`config.mk`:
```
export PLATFORM = sky130hd
export DESIGN_NAME = muldiv_ctrl
export DESIGN_NICKNAME = d
export VERILOG_FILES = /design/src/rtl/muldiv_pkg.sv /design/src/rtl/div_iter.sv /design/src/rtl/muldiv_ctrl.sv
export SDC_FILE = /design/constraint.sdc
export NUM_CORES = 1
export LEC_CHECK = 0
export BUFFER_PORTS_ARGS = -buffer_cell sky130_fd_sc_hd__buf_4
export CAP_MARGIN = 10
export CORE_MARGIN = 2
export CORE_UTILIZATION = 35
export CTS_BUF_LIST = sky130_fd_sc_hd__clkbuf_4 sky130_fd_sc_hd__clkbuf_8
export DETAILED_ROUTE_END_ITERATION = 10
export PLACE_DENSITY = 0.62
export SYNTH_ARGS = -nofsm -noshare
export SYNTH_HDL_FRONTEND = slang
export SYNTH_SLANG_ARGS = --single-unit
```
`constraint.sdc`:
```
create_clock -name i_clk -period 6.5 [get_ports i_clk]
set_input_delay 1.3 -clock i_clk [delete_from_list [all_inputs] [get_ports i_clk]]
set_output_delay 1.3 -clock i_clk [all_outputs]
set_load 0.05 [all_outputs]
```
`src/rtl/muldiv_pkg.sv`:
```
// Shared encodings and constants for the HI/LO multiply/divide sequencer.
package muldiv_pkg;

    localparam logic [2:0] OP_MULT  = 3'd0;
    localparam logic [2:0] OP_MULTU = 3'd1;
    localparam logic [2:0] OP_DIV   = 3'd2;
    localparam logic [2:0] OP_DIVU  = 3'd3;
    localparam logic [2:0] OP_MTHI  = 3'd4;
    localparam logic [2:0] OP_MTLO  = 3'd5;

    typedef enum logic [1:0] {
        StIdle,
        StMulWait,
        StDivRun,
        StDivFix
    } state_t;

    localparam int unsigned DIV_STEPS = 32;
    localparam logic [31:0] DIV0_LO   = 32'hFFFF_FFFF;

    // Two's-complement negate when neg is set; magnitude of 0x8000_0000 stays 0x8000_0000.
    function automatic logic [31:0] cond_neg(input logic [31:0] v, input logic neg);
        return neg ? (~v + 32'd1) : v;
    endfunction

endpackage

```
`src/rtl/div_iter.sv`:
```
// Unsigned restoring divider core: one quotient bit per step, DIV_STEPS steps per divide.
module div_iter
    import muldiv_pkg::*;
(
    input  logic        i_clk,
    input  logic        i_reset_n,
    input  logic        i_start,
    input  logic        i_step,
    input  logic [31:0] i_dividend,
    input  logic [31:0] i_divisor,
    output logic [31:0] o_quot,
    output logic [31:0] o_rem,
    output logic        o_last,
    output logic        o_done
);

    logic [31:0] r_rem;
    logic [31:0] r_quot;
    logic [31:0] r_divisor;
    logic [4:0]  r_cnt;
    logic        r_done;

    logic [32:0] w_shift;
    logic [32:0] w_diff;

    // Quotient register doubles as the dividend shift register.
    assign w_shift = {r_rem, r_quot[31]};
    assign w_diff  = w_shift - {1'b0, r_divisor};

    assign o_quot = r_quot;
    assign o_rem  = r_rem;
    assign o_done = r_done;
    assign o_last = i_step & ~r_done & (r_cnt == 5'(DIV_STEPS - 1));

    always_ff @(posedge i_clk or negedge i_reset_n) begin
        if (!i_reset_n) begin
            r_rem     <= '0;
            r_quot    <= '0;
            r_divisor <= '0;
            r_cnt     <= '0;
            r_done    <= 1'b0;
        end else if (i_start) begin
            r_rem     <= '0;
            r_quot    <= i_dividend;
            r_divisor <= i_divisor;
            r_cnt     <= '0;
            r_done    <= 1'b0;
        end else if (i_step && !r_done) begin
            if (w_diff[32]) begin
                r_rem  <= w_shift[31:0];
                r_quot <= {r_quot[30:0], 1'b0};
            end else begin
                r_rem  <= w_diff[31:0];
                r_quot <= {r_quot[30:0], 1'b1};
            end
            r_cnt  <= r_cnt + 5'd1;
            r_done <= (r_cnt == 5'(DIV_STEPS - 1));
        end
    end

endmodule

```
`src/rtl/muldiv_ctrl.sv`:
```
// HI/LO multiply/divide sequencer. Define MULDIV_DIV0_TRAP_EN to trap divide-by-zero
// (pulse o_div0, leave HI/LO untouched) instead of writing the default result.
module muldiv_ctrl
    import muldiv_pkg::*;
#(
    parameter int unsigned MUL_LAT = 2
) (
    input  logic        i_clk,
    input  logic        i_reset_n,
    input  logic        i_op_valid,
    input  logic [2:0]  i_op,
    input  logic [31:0] i_rs_data,
    input  logic [31:0] i_rt_data,
    input  logic        i_rd_hi_req,
    input  logic        i_rd_lo_req,
    output logic        o_op_ready,
    output logic        o_busy,
    output logic        o_stall,
    output logic [63:0] o_mul_a,
    output logic [63:0] o_mul_b,
    input  logic [63:0] i_mul_z,
    output logic [31:0] o_hi,
    output logic [31:0] o_lo,
    output logic        o_div0
);

    localparam logic [3:0] MUL_CNT_INIT = 4'(MUL_LAT - 1);

    state_t      r_state;
    logic        r_busy;
    logic        r_op_ready;
    logic [3:0]  r_mul_cnt;
    logic [63:0] r_mul_a;
    logic [63:0] r_mul_b;
    logic [31:0] r_hi;
    logic [31:0] r_lo;
    logic        r_neg_q;
    logic        r_neg_r;

    logic        w_accept;
    logic        w_is_div;
    logic        w_signed_div;
    logic        w_a_neg;
    logic        w_b_neg;
    logic        w_div_zero;
    logic        w_div_start;
    logic        w_div_step;
    logic        w_div_last;
    logic        w_div_done;
    logic [31:0] w_div_quot;
    logic [31:0] w_div_rem;
    logic [63:0] w_ext_a;
    logic [63:0] w_ext_b;

    assign w_accept     = i_op_valid & r_op_ready;
    assign w_is_div     = (i_op == OP_DIV) | (i_op == OP_DIVU);
    assign w_signed_div = (i_op == OP_DIV);
    assign w_a_neg      = w_signed_div & i_rs_data[31];
    assign w_b_neg      = w_signed_div & i_rt_data[31];
    assign w_div_zero   = (i_rt_data == 32'd0);
    assign w_div_start  = w_accept & w_is_div & ~w_div_zero;
    assign w_div_step   = (r_state == StDivRun);

    assign w_ext_a = (i_op == OP_MULT) ? {{32{i_rs_data[31]}}, i_rs_data} : {32'd0, i_rs_data};
    assign w_ext_b = (i_op == OP_MULT) ? {{32{i_rt_data[31]}}, i_rt_data} : {32'd0, i_rt_data};

    assign o_op_ready = r_op_ready;
    assign o_busy     = r_busy;
    assign o_stall    = (i_op_valid | i_rd_hi_req | i_rd_lo_req) & r_busy;
    assign o_mul_a    = r_mul_a;
    assign o_mul_b    = r_mul_b;
    assign o_hi       = r_hi;
    assign o_lo       = r_lo;

`ifdef MULDIV_DIV0_TRAP_EN
    logic r_div0;
    assign o_div0 = r_div0;
`else
    assign o_div0 = 1'b0;
`endif

    div_iter u_div_iter (
        .i_clk      (i_clk),
        .i_reset_n  (i_reset_n),
        .i_start    (w_div_start),
        .i_step     (w_div_step),
        .i_dividend (cond_neg(i_rs_data, w_a_neg)),
        .i_divisor  (cond_neg(i_rt_data, w_b_neg)),
        .o_quot     (w_div_quot),
        .o_rem      (w_div_rem),
        .o_last     (w_div_last),
        .o_done     (w_div_done)
    );

    always_ff @(posedge i_clk or negedge i_reset_n) begin
        if (!i_reset_n) begin
            r_state    <= StIdle;
            r_busy     <= 1'b0;
            r_op_ready <= 1'b1;
            r_mul_cnt  <= '0;
            r_mul_a    <= '0;
            r_mul_b    <= '0;
            r_hi       <= '0;
            r_lo       <= '0;
            r_neg_q    <= 1'b0;
            r_neg_r    <= 1'b0;
`ifdef MULDIV_DIV0_TRAP_EN
            r_div0     <= 1'b0;
`endif
        end else begin
`ifdef MULDIV_DIV0_TRAP_EN
            r_div0 <= 1'b0;
`endif
            unique case (r_state)
                StIdle: begin
                    if (w_accept) begin
                        case (i_op)
                            OP_MULT, OP_MULTU: begin
                                r_mul_a    <= w_ext_a;
                                r_mul_b    <= w_ext_b;
                                r_mul_cnt  <= MUL_CNT_INIT;
                                r_state    <= StMulWait;
                                r_busy     <= 1'b1;
                                r_op_ready <= 1'b0;
                            end
                            OP_DIV, OP_DIVU: begin
                                if (w_div_zero) begin
`ifdef MULDIV_DIV0_TRAP_EN
                                    r_div0 <= 1'b1;
`else
                                    r_lo   <= DIV0_LO;
                                    r_hi   <= i_rs_data;
`endif
                                end else begin
                                    r_neg_q    <= w_a_neg ^ w_b_neg;
                                    r_neg_r    <= w_a_neg;
                                    r_state    <= StDivRun;
                                    r_busy     <= 1'b1;
                                    r_op_ready <= 1'b0;
                                end
                            end
                            OP_MTHI: r_hi <= i_rs_data;
                            OP_MTLO: r_lo <= i_rs_data;
                            default: ;
                        endcase
                    end
                end
                StMulWait: begin
                    if (r_mul_cnt == 4'd0) begin
                        {r_hi, r_lo} <= i_mul_z;
                        r_mul_a      <= '0;
                        r_mul_b      <= '0;
                        r_state      <= StIdle;
                        r_busy       <= 1'b0;
                        r_op_ready   <= 1'b1;
                    end else begin
                        r_mul_cnt <= r_mul_cnt - 4'd1;
                    end
                end
                StDivRun: begin
                    if (w_div_last) begin
                        r_state <= StDivFix;
                    end
                end
                StDivFix: begin
                    if (w_div_done) begin
                        r_lo <= cond_neg(w_div_quot, r_neg_q);
                        r_hi <= cond_neg(w_div_rem, r_neg_r);
                    end
                    r_state    <= StIdle;
                    r_busy     <= 1'b0;
                    r_op_ready <= 1'b1;
                end
                default: begin
                    r_state    <= StIdle;
                    r_busy     <= 1'b0;
                    r_op_ready <= 1'b1;
                end
            endcase
        end
    end

endmodule

```
---- After elaboration in Yosys (flattened, before gate mapping) ----
Index checks and enable logic that the tools add are counted.
word-level totals
  flip-flop bits (word level) ............. 304
cells by class
  bitwise operators ....................... 18
  mux-type cells .......................... 55
  reduce and logical (&&, ||, !) cells .... 18
  add/sub/neg operators ................... 7
  equality and inequality tests ........... 20
operators by type and width
  operator                 number
  $mux W32                 17
  $mux W64                 7
  $pmux W64 S2             2
  $pmux W32 S3             2
  $add A32 B1 Y32 const B  4
  $not A32 Y32             4
  $pmux W32 S2             2
  $sub A33 B32 Y33         1
  $logic_not A32 Y1        1
  $mux W4                  3
  $reduce_and A4 Y1        3
  $reduce_and A6 Y1        2
  $mux W5                  2
  $reduce_and A5 Y1        2
  $mux W1                  9
  $ne A3 B1 Y1 const B     3
  $and A1 B1 Y1            8
  $mux W2                  4
  $ne A2 B2 Y1 const B     4
  $pmux W2 S4              1
  $pmux W4 S2              1
  $eq A3 B2 Y1 const B     2
  $eq A3 B3 Y1 const B     2
  $ne A3 B3 Y1 const B     2
  other kinds (21)         30

---- Longest topological paths before layout ----
  depth in word-level cells ............... 5
  depth in mapped cells ................... 13
  gate-level depth less buffers ........... 12

---- Modules after synthesis ----
From an unflattened synthesis, not the netlist that was laid out.
second synthesis, totals
  cell total of the unflattened synthesis .. 1889
  area, all modules ....................... 16269.4 sq um
modules (own cells, without submodules)
  module       area each (sq um)  cells each  times used
  muldiv_ctrl  9935.8             1169        1
  div_iter     6333.6             720         1

---- Worst setup path before layout ----
OpenSTA, ideal clock, no wires.
  path kind ............................... input port to flip-flop
  from .................................... input port i_rt_data[2]
  to ...................................... register r_lo[27], in the netlist o_lo[27]
  slack ................................... 2.881 ns
  library setup time ...................... 0.094 ns
  buffers on the path ..................... 3
  cell stages on the path ................. 11
  arrival ................................. 3.525 ns
  cells stage by stage .................... buf_6 -> or4_4 -> nor3_4 -> nand2_2 -> nor3_4 -> nand3b_2 -> o31ai_4 -> o21ai_2 -> buf_6 -> buf_6 -> a221oi_2
on the way
  longest elaborated chain between the ends .. 3
RTL lines
  item                         line                RTL
  start, declared              muldiv_ctrl.sv:13   input logic [31:0] i_rt_data,
  $logic_not A32 Y1            muldiv_ctrl.sv:60   assign w_div_zero = (i_rt_data == 32'd0);
  $ne A3 B3 Y1 (no line)       n/a
  $reduce_and A6 Y1 (no line)  n/a
  end signal, assigned         muldiv_ctrl.sv:143  OP_MTLO: r_lo <= i_rs_data;
  end signal, assigned         muldiv_ctrl.sv:150  {r_hi, r_lo} <= i_mul_z;
  end signal, assigned         muldiv_ctrl.sv:167  r_lo <= cond_neg(w_div_quot, r_neg_q);
  end, declared                muldiv_ctrl.sv:36   logic [31:0] r_lo;
No other way between the ends.
A chain may end at the register's enable or synchronous reset.

---- Worst setup path in the final report ----
  from .................................... input port i_rt_data[17]
  to ...................................... register u_div_iter.r_quot[3], in the netlist u_div_iter.o_quot[3]
on the way
  longest elaborated chain between the ends .. 4
  elaborated cells on any way between the ends .. 5
  classes of those cells .................. mux: 1; bitwise: 2; reduce/logical: 2
RTL lines
  item                                            line               RTL
  $logic_not A32 Y1 *                             muldiv_ctrl.sv:60
  $not A1 Y1 (no line) *                          n/a
  $and A1 B1 Y1 *                                 muldiv_ctrl.sv:61  assign w_div_start = w_accept & w_is_div & ~w_div_zero;
  $mux W32 or $reduce_bool A2 Y1 (tied branches)  n/a
  end signal, assigned                            div_iter.sv:44     r_quot <= i_dividend;
  end signal, assigned                            div_iter.sv:51     r_quot <= {r_quot[30:0], 1'b0};
  end signal, assigned                            div_iter.sv:54     r_quot <= {r_quot[30:0], 1'b1};
  end, declared                                   div_iter.sv:18     logic [31:0] r_quot;
Every way passes the cells marked *; elsewhere a longest branch is shown, timed or not.

==> results.md <==
- FF+latch count, synth: between 200 and 250
- Gr usage total: 0.228
- Synthesized area per cell: 8.43 sq um
- Vias per std cell: roughly 5.4
- Die Ht: 216 microns
- CTS HTree Levels: 2
- Cell Area, Placed: between 15000 and 20000 sq um
- Clock Tree Buf Depth: 3
- Area growth syn-to-layout: 21.9%
- Ys async rst share: 1.00
- Final Cell Area: roughly 19000 sq um
- Max-cap violation count: 0
- Fin Hold WS: ~480 ps
- Detailed router's first-iteration violation count: between 1000 and 1500
- Tmin final: 4100 ps
- Die area: approximately 47000 sq um
- Critical path endpoint category: flip-flop
- Critical path, cell by cell: buf_4 -> or4_1 -> nor4_1 -> nand2b_1 -> nor3_4 -> nand3b_2 -> nand3_2 -> buf_4 -> nor2_1 -> a31oi_1
- Reg clk slew, reported paths: around 60 ps
- Clock latency on the worst-skew pair: about 620 ps
- Syn Inst Count: 1874
- Crit path DAT: 4610 ps
- Fmax: ~240 MHz
- Placer Congestion: ~0.9
- Setup violations, final: 0
- Min-delay worst type: reg -> reg
- Post-DP HPWL: just under 40 mm
- # DRC: 0
- IO Pins: 332
- Leakage: approximately 0.0089 uW
- Antenna violations before repair: 2
- GRT overflow: 0
- Clock sink count: around 240
- RSZ-0062 raised after global routing: no
- Clock Tree Root: clkbuf_8
- Total power density per cell area: 555 nW/um^2
- Post-CTS Setup Inserts: 0
- Row count: 77
- DR vias: 14700
- Final setup TNS: 0 ps
- Main flop type after synthesis: dfrtp_1
- Leading area contributor after synthesis: dfrtp_1
- Register area share after synthesis: 0.383
- Post-cts hold buffer count: 0
- Avg WL per Cell: between 20 and 25 microns
- Synthesized netlist net count: just over 2000
- Post-layout worst setup margin: 2400 ps
- Post-Syn Area: between 15000 and 20000 sq um
- Worst Path Required: 7020 ps
- Synth warnings: 0
- Largest net degree at the start of global routing: ~160
- CORE AREA: ~44000 sq um
- Most used cell, CP: buf_4
- Final Routed Wirelength: 54.6 mm
- Startpoint types: input port
- Final nets: between 2000 and 2500
- Die width: around 220 microns
- PortBufs: 330
- Crit path kind: in -> reg
- IR drop worst, VDD: ~280 uV
- Pre-CTS WS: around 1800 ps
- Status: completed
- Slew headroom: 0.310
- Commonest non-fill, non-tap cell in the layout: buf_4
- Num CTS Buffers: 45
- Hold Vio Cnt, Final: 0
- Slew @ Worst Pin: a little over 1000 ps
- Fraction of layout cells with a size suffix above 1: 0.222
- CTS tree: done
- Vias in the first global route: 14000
- Yosys cell types: 80
- Critical path's largest stage delay: between 600 and 700 ps
- Starting density of the core: 0.356
- Crit-path max FO: between 50 and 60
- Post-route ant nets: 0
- Most frequent cells in the layout: buf_4, dfrtp_1, nand2_1
- First-pass DRT Iterations: 7
- Slowest cell on crit path: nand3_2
- Top cell type's share of synthesized area: 0.382
- First-pass GRT wire length: between 80 and 90 mm
- Final period util: 0.630
- Final Max Slew Viols: 0
- Ranking of synthesized cells by area: dfrtp_1, o21ai_0, nand2_1
- Post-synth EDFFs: 0
- Clock Skew: between 30 and 40 ps
- Post-cts sizing count: 0
sequential cells by signal, indices dropped and copies added, names as in the netlist:
signal / count
r_mul_cnt: 4
u_div_iter.o_done: 1
o_mul_a: 33
o_lo: 32
o_op_ready: 1
r_neg_q: 1
u_div_iter.r_divisor: 32
r_neg_r: 1
u_div_iter.r_cnt: 5
r_state: 2
o_hi: 32
o_mul_b: 33
u_div_iter.o_rem: 32
o_busy: 1
u_div_iter.o_quot: 32
worst max-delay path, delay by kind of cell:
kind	cells	cell delay [ps]
buffers and inverters	2	730
AO/OA/AOI/OAI	1	150
AND/OR/NAND/NOR	7	2400
Yosys cell counts, types with 7 or more instances:
cell type,number
o31ai_1,19
a21oi_1,144
clkbuf_1,97
a31oi_1,41
nand2b_1,10
o21ai_0,195
mux2i_1,37
xnor2_1,59
nand3_1,25
xor2_1,86
a22o_1,65
nand4_1,8
or3_1,16
buf_4,63
dfrtp_1,241
nand2_1,234
buf_2,15
nor4_1,14
ha_1,40
and3_1,12
nor2b_1,7
nor2_1,144
o22ai_1,21
o41ai_1,13
buf_1,9
nor3_1,29
a211oi_1,23
inv_1,70
a21o_1,20
or4_1,12
layer usage:
layer,routed length [microns],track usage,share of wire
met1,24800,0.321,0.45
met2,23900,0.350,0.44
met3,3850,0.0399,0.070
met4,2040,0.0874,0.037
met5,13,0,0.00024
power breakdown:
part           switching (uW)  internal, uW  total (uW)
clock network             692           989        1680
logic                    3940          2190        6120
registers                 719          2150        2870
total                    5350          5330       10700
final timing paths:
kind                                 startpoint                    to  slack (ps)  depth (start not counted)
setup / recovery                  i_rt_data[17]  u_div_iter.o_quot[3]        2400                         10
hold / removal                         o_hi[13]              o_hi[13]         480                          2
setup reg to reg           u_div_iter.o_rem[18]  u_div_iter.o_rem[14]        2730                         11
hold reg to reg                        o_hi[13]              o_hi[13]         480                          2
max in group asynchronous             i_reset_n          r_mul_cnt[0]        4380                          2
min in group asynchronous             i_reset_n            o_mul_a[7]         640                          1
cells by family after synthesis:
group                    synth area share
AO/OA/AOI/OAI                       0.242
XOR/XNOR                           0.0804
multiplexers                       0.0249
other                            0.000237
buffers and inverters              0.0789
adder cells (fa/ha/maj)            0.0329
flip-flops                          0.383
AND/OR/NAND/NOR                     0.158
layout make-up:
| cell class | count | area (sq um) |
|---|---|---|
| fillers | 4435 | 25200 |
| multi-input cells | 1374 | 8540 |
| flip-flops and latches | 242 | 6060 |
| repair buffers | 345 | 2610 |
| clock buffers | 71 | 933 |
| well taps | 592 | 741 |
| inverters | 71 | 267 |
| clock inverters | 9 | 98.8 |
| diodes | 1 | 2.50 |
through the flow:
step | instances | power (uW) | util
2_1_floorplan | 1874 | 7200 | -
3_3_place_gp | 2624 | 8860 | 0.410
3_5_place_dp | 2624 | 8950 | 0.410
4_1_cts | 2704 | 10700 | 0.433
5_1_grt | 2705 | 11400 | 0.433
6_report | 2705 | 10700 | 0.433
(Power assumes the default switching activity.)
